===== src/rtl/digest_squeeze.sv =====
// digest_squeeze: streams the first 4..8 lanes of a post-permutation Keccak
// state as 64-bit words with valid/ready handshaking, byte enables for the
// truncated SHA3-224 tail, a last-word flag and a one-cycle done pulse.
module digest_squeeze (
  input  logic          clk,
  input  logic          rst,
  input  logic [1599:0] sqz_in_state,
  input  logic [1:0]    sqz_mode,
  input  logic          sqz_start,
  input  logic          sqz_out_ready,
  output logic          sqz_busy,
  output logic [63:0]   sqz_out_word,
  output logic          sqz_out_valid,
  output logic          sqz_out_last,
  output logic [7:0]    sqz_out_keep,
  output logic          sqz_done
);

  typedef enum logic [1:0] {IDLE, SEND, DONE} state_t;

  state_t      r_state;
  logic [63:0] r_lane [0:7];
  logic [1:0]  r_mode;
  logic [2:0]  r_idx;
  logic        r_busy;
  logic [63:0] r_out_word;
  logic        r_out_valid;
  logic        r_out_last;
  logic [7:0]  r_out_keep;
  logic        r_done;

  logic [63:0] w_in_lane [0:7];
  logic [2:0]  w_last_idx;
  logic [2:0]  w_next_idx;
  logic        w_next_last;
  logic [63:0] w_next_word;
  logic [7:0]  w_next_keep;
  logic        w_unused_upper;

  // Only lanes 0..7 can ever form a digest; the rest of the state is dropped.
  assign w_unused_upper = ^sqz_in_state[1599:512];

  genvar gi;
  generate
    for (gi = 0; gi < 8; gi = gi + 1) begin : g_lane
      assign w_in_lane[gi] = sqz_in_state[64*gi +: 64];
    end
  endgenerate

  // Index of the final word for the captured digest length.
  always_comb begin
    w_last_idx = 3'd3;
    case (r_mode)
      2'b00:   w_last_idx = 3'd7;
      2'b01:   w_last_idx = 3'd5;
      default: w_last_idx = 3'd3;
    endcase
  end

  // Presentation of the word that follows the current one, so outputs stay registered.
  always_comb begin
    w_next_idx  = r_idx + 3'd1;
    w_next_last = (w_next_idx == w_last_idx);
    w_next_word = r_lane[w_next_idx];
    w_next_keep = 8'hFF;
    if (w_next_last && (r_mode == 2'b10)) begin
      // SHA3-224 ends half-way through its fourth lane.
      w_next_word = {32'h0, r_lane[w_next_idx][31:0]};
      w_next_keep = 8'h0F;
    end
  end

  // Control FSM: capture in IDLE, stream in SEND, pulse done in DONE.
  always_ff @(posedge clk) begin
    if (rst) begin
      r_state     <= IDLE;
      r_mode      <= 2'b00;
      r_idx       <= 3'd0;
      r_busy      <= 1'b0;
      r_out_word  <= 64'h0;
      r_out_valid <= 1'b0;
      r_out_last  <= 1'b0;
      r_out_keep  <= 8'h00;
      r_done      <= 1'b0;
      for (int i = 0; i < 8; i++) r_lane[i] <= 64'h0;
    end else begin
      case (r_state)
        IDLE: begin
          r_done <= 1'b0;
          if (sqz_start) begin
            for (int i = 0; i < 8; i++) r_lane[i] <= w_in_lane[i];
            r_mode      <= sqz_mode;
            r_idx       <= 3'd0;
            r_state     <= SEND;
            r_busy      <= 1'b1;
            // Word 0 is never the last word, so it is always a full lane.
            r_out_word  <= w_in_lane[0];
            r_out_valid <= 1'b1;
            r_out_keep  <= 8'hFF;
            r_out_last  <= 1'b0;
          end
        end
        SEND: begin
          if (sqz_out_ready) begin
            if (r_idx == w_last_idx) begin
              r_state     <= DONE;
              r_out_word  <= 64'h0;
              r_out_valid <= 1'b0;
              r_out_keep  <= 8'h00;
              r_out_last  <= 1'b0;
              r_done      <= 1'b1;
            end else begin
              r_idx       <= w_next_idx;
              r_out_word  <= w_next_word;
              r_out_keep  <= w_next_keep;
              r_out_last  <= w_next_last;
            end
          end
        end
        DONE: begin
          r_done  <= 1'b0;
          r_busy  <= 1'b0;
          r_state <= IDLE;
        end
        default: r_state <= IDLE;
      endcase
    end
  end

  assign sqz_busy      = r_busy;
  assign sqz_out_word  = r_out_word;
  assign sqz_out_valid = r_out_valid;
  assign sqz_out_last  = r_out_last;
  assign sqz_out_keep  = r_out_keep;
  assign sqz_done      = r_done;

endmodule


===== config.mk =====
export PLATFORM = sky130hd
export DESIGN_NAME = digest_squeeze
export DESIGN_NICKNAME = d
export VERILOG_FILES = /design/src/rtl/digest_squeeze.sv
export SDC_FILE = /design/constraint.sdc
export NUM_CORES = 1
export LEC_CHECK = 0
export BUFFER_PORTS_ARGS = -buffer_cell sky130_fd_sc_hd__clkbuf_2
export CAP_MARGIN = 40
export CORE_AREA = 2 2 651 653
export DETAILED_ROUTE_END_ITERATION = 10
export DIE_AREA = 0 0 653 655
export SKIP_CTS_REPAIR_TIMING = 1
export SLEW_MARGIN = 20
export SYNTH_ARGS = -nofsm -noshare
export SYNTH_HDL_FRONTEND = slang
export SYNTH_SLANG_ARGS = --single-unit

===== constraint.sdc =====
create_clock -name clk -period 39.7 [get_ports clk]
set_clock_uncertainty 0.1 [all_clocks]
set_input_delay 1.985 -clock clk [delete_from_list [all_inputs] [get_ports clk]]
set_output_delay 1.985 -clock clk [all_outputs]
set_load 0.03 [all_outputs]

Word-level counts from Yosys, hierarchy flattened
Memories as Yosys holds them, arrays and structs flattened.
Cells that the tools add are included.
Cells by class
  add/subtract/negate cells: 1
  eq/ne operators: 10
  muxes and demuxes: 45
  bitwise operators: 8
  reductions and logical operators: 14
Operator list (count)
  $mux 64: 12
  $pmux 64 s2: 1
  $mux 8: 4
  $pmux 8 s2: 1
  $mux 1: 14
  $pmux 3 s2: 2
  $mux 3: 3
  $reduce_and 3->1: 3
  $ne 2x2->1 const B: 4
  $or 1x1->1: 8
  $pmux 1 s2: 4
  $reduce_and 4->1: 2
  $eq 3x3->1: 2
  $mux 2: 3
  $reduce_bool 2->1: 3
  $eq 2x1->1 const B: 2
  $eq 2x2->1 const B: 2
  $logic_not 2->1: 2
  $pmux 2 s2: 1
  $reduce_and 2->1: 2
  $add 3x1->3 const B: 1
  $reduce_or 2->1: 1
  $logic_and 1x1->1: 1
Word-level totals
  register bits: 83
  memory bits (writable): 512
  output and inout port bits: 76
  logic and storage cells: 88
  memories: 1
Memories
  r_lane: words 8, width 64, rd ports 1, clocked after Yosys merged registers in 0, wr ports 8, line 22  | logic [63:0] r_lane [0:7];

Depth between registers and ports, before layout
  depth in word-level cells: 8
  depth in mapped cells: 9
  mapped depth without buffers: 5

Worst setup path after synthesis
OpenSTA, ideal clock, no wires.
  path type: input-to-reg
  from: input sqz_start
  to: memory r_lane[0][0] (enable)
  setup time: 3.637 ns
  arrival: 10.916 ns
  data required time: 35.963 ns
  setup slack: 25.047 ns
  stages: 4
  buffers on the path: 2
  cells stage by stage: or3b_2 -> buf_2 -> clkbuf_1 -> nand2_1
RTL lines
  start, declared: line 9  | input logic sqz_start,
  end, declared: line 22

==> impl_metrics.json <==
{
  "rsz0062_at_grt": "no",
  "power_density_nw_per_um2": 42.9,
  "io_pins": 1682,
  "area_delta_synth_final_pct": 46.7,
  "grt_use_total": 0.0585,
  "start_util": 0.0627,
  "min_path_type": "reg -> reg",
  "worstPathArrival_ps": 4860,
  "status": "finished clean",
  "synth_top_cell_by_area": "edfxtp_1",
  "crit_path_end_kind": "register",
  "synth_top_area_frac": 0.582,
  "peakVddDrop_mv": 0.0278,
  "htreeDepth": 3,
  "io_buffers": 593,
  "clk_latency_ps": 760,
  "crit-reg2reg-launch": "r_idx[0]",
  "yosys_register_bits": 589,
  "vias": 18600,
  "finalWirelength_um": 132000,
  "die_w_um": 653,
  "numCtsBuffers": 78,
  "clk_pin_slew_ps": 60,
  "cpMostUsedCell": "buf_4",
  "ys.flop_type": "edfxtp_1",
  "seq_area_frac_synth": 0.640,
  "crit_cells": 6,
  "cp_top_family": "buffers and inverters",
  "ys_async_sr_fraction": 0,
  "drt-wirelength-per-cell_um": 16.6,
  "stdcell_count": 7945,
  "synth_area_leaders": "edfxtp_1 58%, mux4_2 11%, and3_1 9.5%, dfxtp_1 5.8%, nor2b_1 3.1%",
  "grt_first_pass_wirelength_um": 168000,
  "viasPerCell": 2.35,
  "endpoint": "r_lane[7][6]",
  "syn-cell-area_um2": 26400,
  "crit_chain": "clkbuf_8 -> inv_8 -> nand2_4 -> buf_4 -> buf_4 -> buf_16",
  "clock_sinks": 589,
  "timing.final.crit_share": 0.114,
  "drt-pass1-iter-count": 5,
  "place_congestion": 0.771,
  "start_kind": "input port",
  "critPathKind": "in -> reg",
  "synth_warnings": 0,
  "place_inst": 7783,
  "route.antenna.remaining_nets": 0,
  "reg2reg_to": "sqz_out_word[28]",
  "core_area_um2": 422000,
  "grt_pass1_vias": 18100,
  "netlist_top_cells_count": "512 x edfxtp_1, 401 x and3_1, 140 x clkbuf_1",
  "max_freq_ghz": 0.221,
  "synth_edf_count": 512,
  "setup_tns_ps": 0,
  "rows": 239,
  "total_leakage_power_nw": 14.4,
  "yosysUniqueCellTypes": 52,
  "grt_max_degree": 214,
  "slew_headroom": 0.316,
  "drv_slew": 0,
  "overflow": 0,
  "clk_root_buffer_cell": "clkbuf_16",
  "finalHoldViolations": 0,
  "crit_fanout": 90,
  "die_area_um2": 428000,
  "netlist_instances": 1782,
  "drive_gt1_frac": 0.381,
  "final_net_count": 3929,
  "maxCapViolCount": 0,
  "syn_area_per_cell_um2": 14.8,
  "antenna_found_initial": 71,
  "drt-initial-drc-count": 1644,
  "worstRegToRegCells": 6,
  "post-dp-hpwl_um": 101000,
  "slowest_stage": "buf_4",
  "hp-start": "sqz_out_last",
  "whs_ps": 365,
  "num-fill-cells": 48500,
  "finalSetupViolCount": 0,
  "route.detailed.drc": 0,
  "synth.most_common_cell": "edfxtp_1",
  "cts_tree": "built",
  "crit_buf_inv": 5,
  "slowest_delay_ps": 570,
  "crit_start": "rst",
  "die_y_um": 655,
  "critPathRequiredTime_ps": 40040,
  "clk_path_buf_depth": 4,
  "finalCriticalPeriod_ps": 4530,
  "r2r_setup_slack_ps": 36140,
  "worst_pin_slew_ps": 1030,
  "synth_fp_nets": 3389
}
[sequential cells by signal, indices dropped and copies added (netlist names)]
signal	count
r_idx	3
sqz_done	1
r_mode	2
sqz_out_word	64
sqz_out_last	1
r_state	2
sqz_out_valid	1
r_lane	512
sqz_busy	1
sqz_out_keep	2
[per-stage QoR]
| stage | total power, mW | util | instance area, um^2 | worst slack, ps |
|---|---|---|---|---|
| after floorplan | 0.890 | - | 26400 | 25050 |
| after global placement | 0.980 | 0.0852 | 35900 | 33900 |
| after detailed placement | 0.988 | 0.0860 | 36300 | 34020 |
| after CTS | 1.70 | 0.0917 | 38600 | 34880 |
| after global routing | 1.73 | 0.0918 | 38700 | 34930 |
| final | 1.66 | 0.0919 | 38800 | 35170 |
[report_power, final]
group | total, mW | switching, mW | internal (mW)
Clock | 0.696 | 0.303 | 0.392
Sequential | 0.752 | 0.0211 | 0.731
Combinational | 0.216 | 0.134 | 0.0821
Total | 1.66 | 0.458 | 1.21
[kinds of logic (layout without fill, tap and decap cells)]
group,after synthesis,after routing,share of synthesized area
xor gates and xnor gates,4,4,0.00133
muxes,195,195,0.133
buffers and inverters,191,787,0.0304
AOI/OAI and AO/OA,217,217,0.0558
adders and majority gates,1,1,0.000473
other,0,24,0
and+or+nand+nor,585,585,0.139
DFF,589,589,0.640
[how the worst min path moves through the flow]
| stage | depth (start not counted) | end | slack [ps] |
|---|---|---|---|
| global route | 2 | sqz_out_last | 380 |
| global placement | 2 | sqz_out_last | 350 |
| CTS | 2 | sqz_out_last | 370 |
| finish | 2 | sqz_out_last | 370 |
| floorplan | 2 | r_mode[1] | 370 |
| detailed placement | 2 | sqz_out_last | 360 |
[worst min-delay path: cells and delay by family, from the launching register on]
family	cells	cell delay [ps]
AO/OA/AOI/OAI	1	60
flip-flops	1	310
AND/OR/NAND/NOR	1	60
[layout make-up]
| type | count | area, um^2 | area share |
|---|---|---|---|
| repair buffers | 647 | 3670 | 0.0947 |
| multi-input cells | 1002 | 8770 | 0.226 |
| well taps | 5543 | 6940 | 0.179 |
| flip-flops and latches | 589 | 16900 | 0.437 |
| clock buffers | 102 | 2090 | 0.0540 |
| diodes | 24 | 60.1 | 0.00155 |
| clock inverters | 34 | 289 | 0.00746 |
| inverters | 4 | 26.3 | 0.000678 |
[per-layer routing]
metal  vias up  track usage  wire length [um]
met5         -            0               174
met4        26       0.0261              5320
met3       232       0.0205             11700
met2       854       0.0912             60500
met1      9394       0.0724             54200
li1       8126            -                 -
[layout by cell type, fill, tap and decap left out, drive strengths merged, types with 2 or more instances in the layout]
master,synthesis,layout
clkbuf,140,695
edfxtp,512,512
and3,401,401
nor2b,130,130
mux4,125,125
a21oi,101,101
dfxtp,77,77
mux2i,70,70
buf,47,54
a22o,31,31
o221ai,31,31
o22ai,30,30
diode,0,24
clkinv,1,22
nor3b,17,17
nand2,11,11
o21ai,9,9
nand3,8,8
inv,3,8
clkinvlp,0,5
nor3,4,4
bufinv,0,3
a211oi,3,3
xnor2,2,2
and3b,2,2
o21a,2,2
a21boi,2,2
nand2b,2,2
nand4,2,2
xor2,2,2
nor2,2,2
Power figures use the tool's default switching activity.
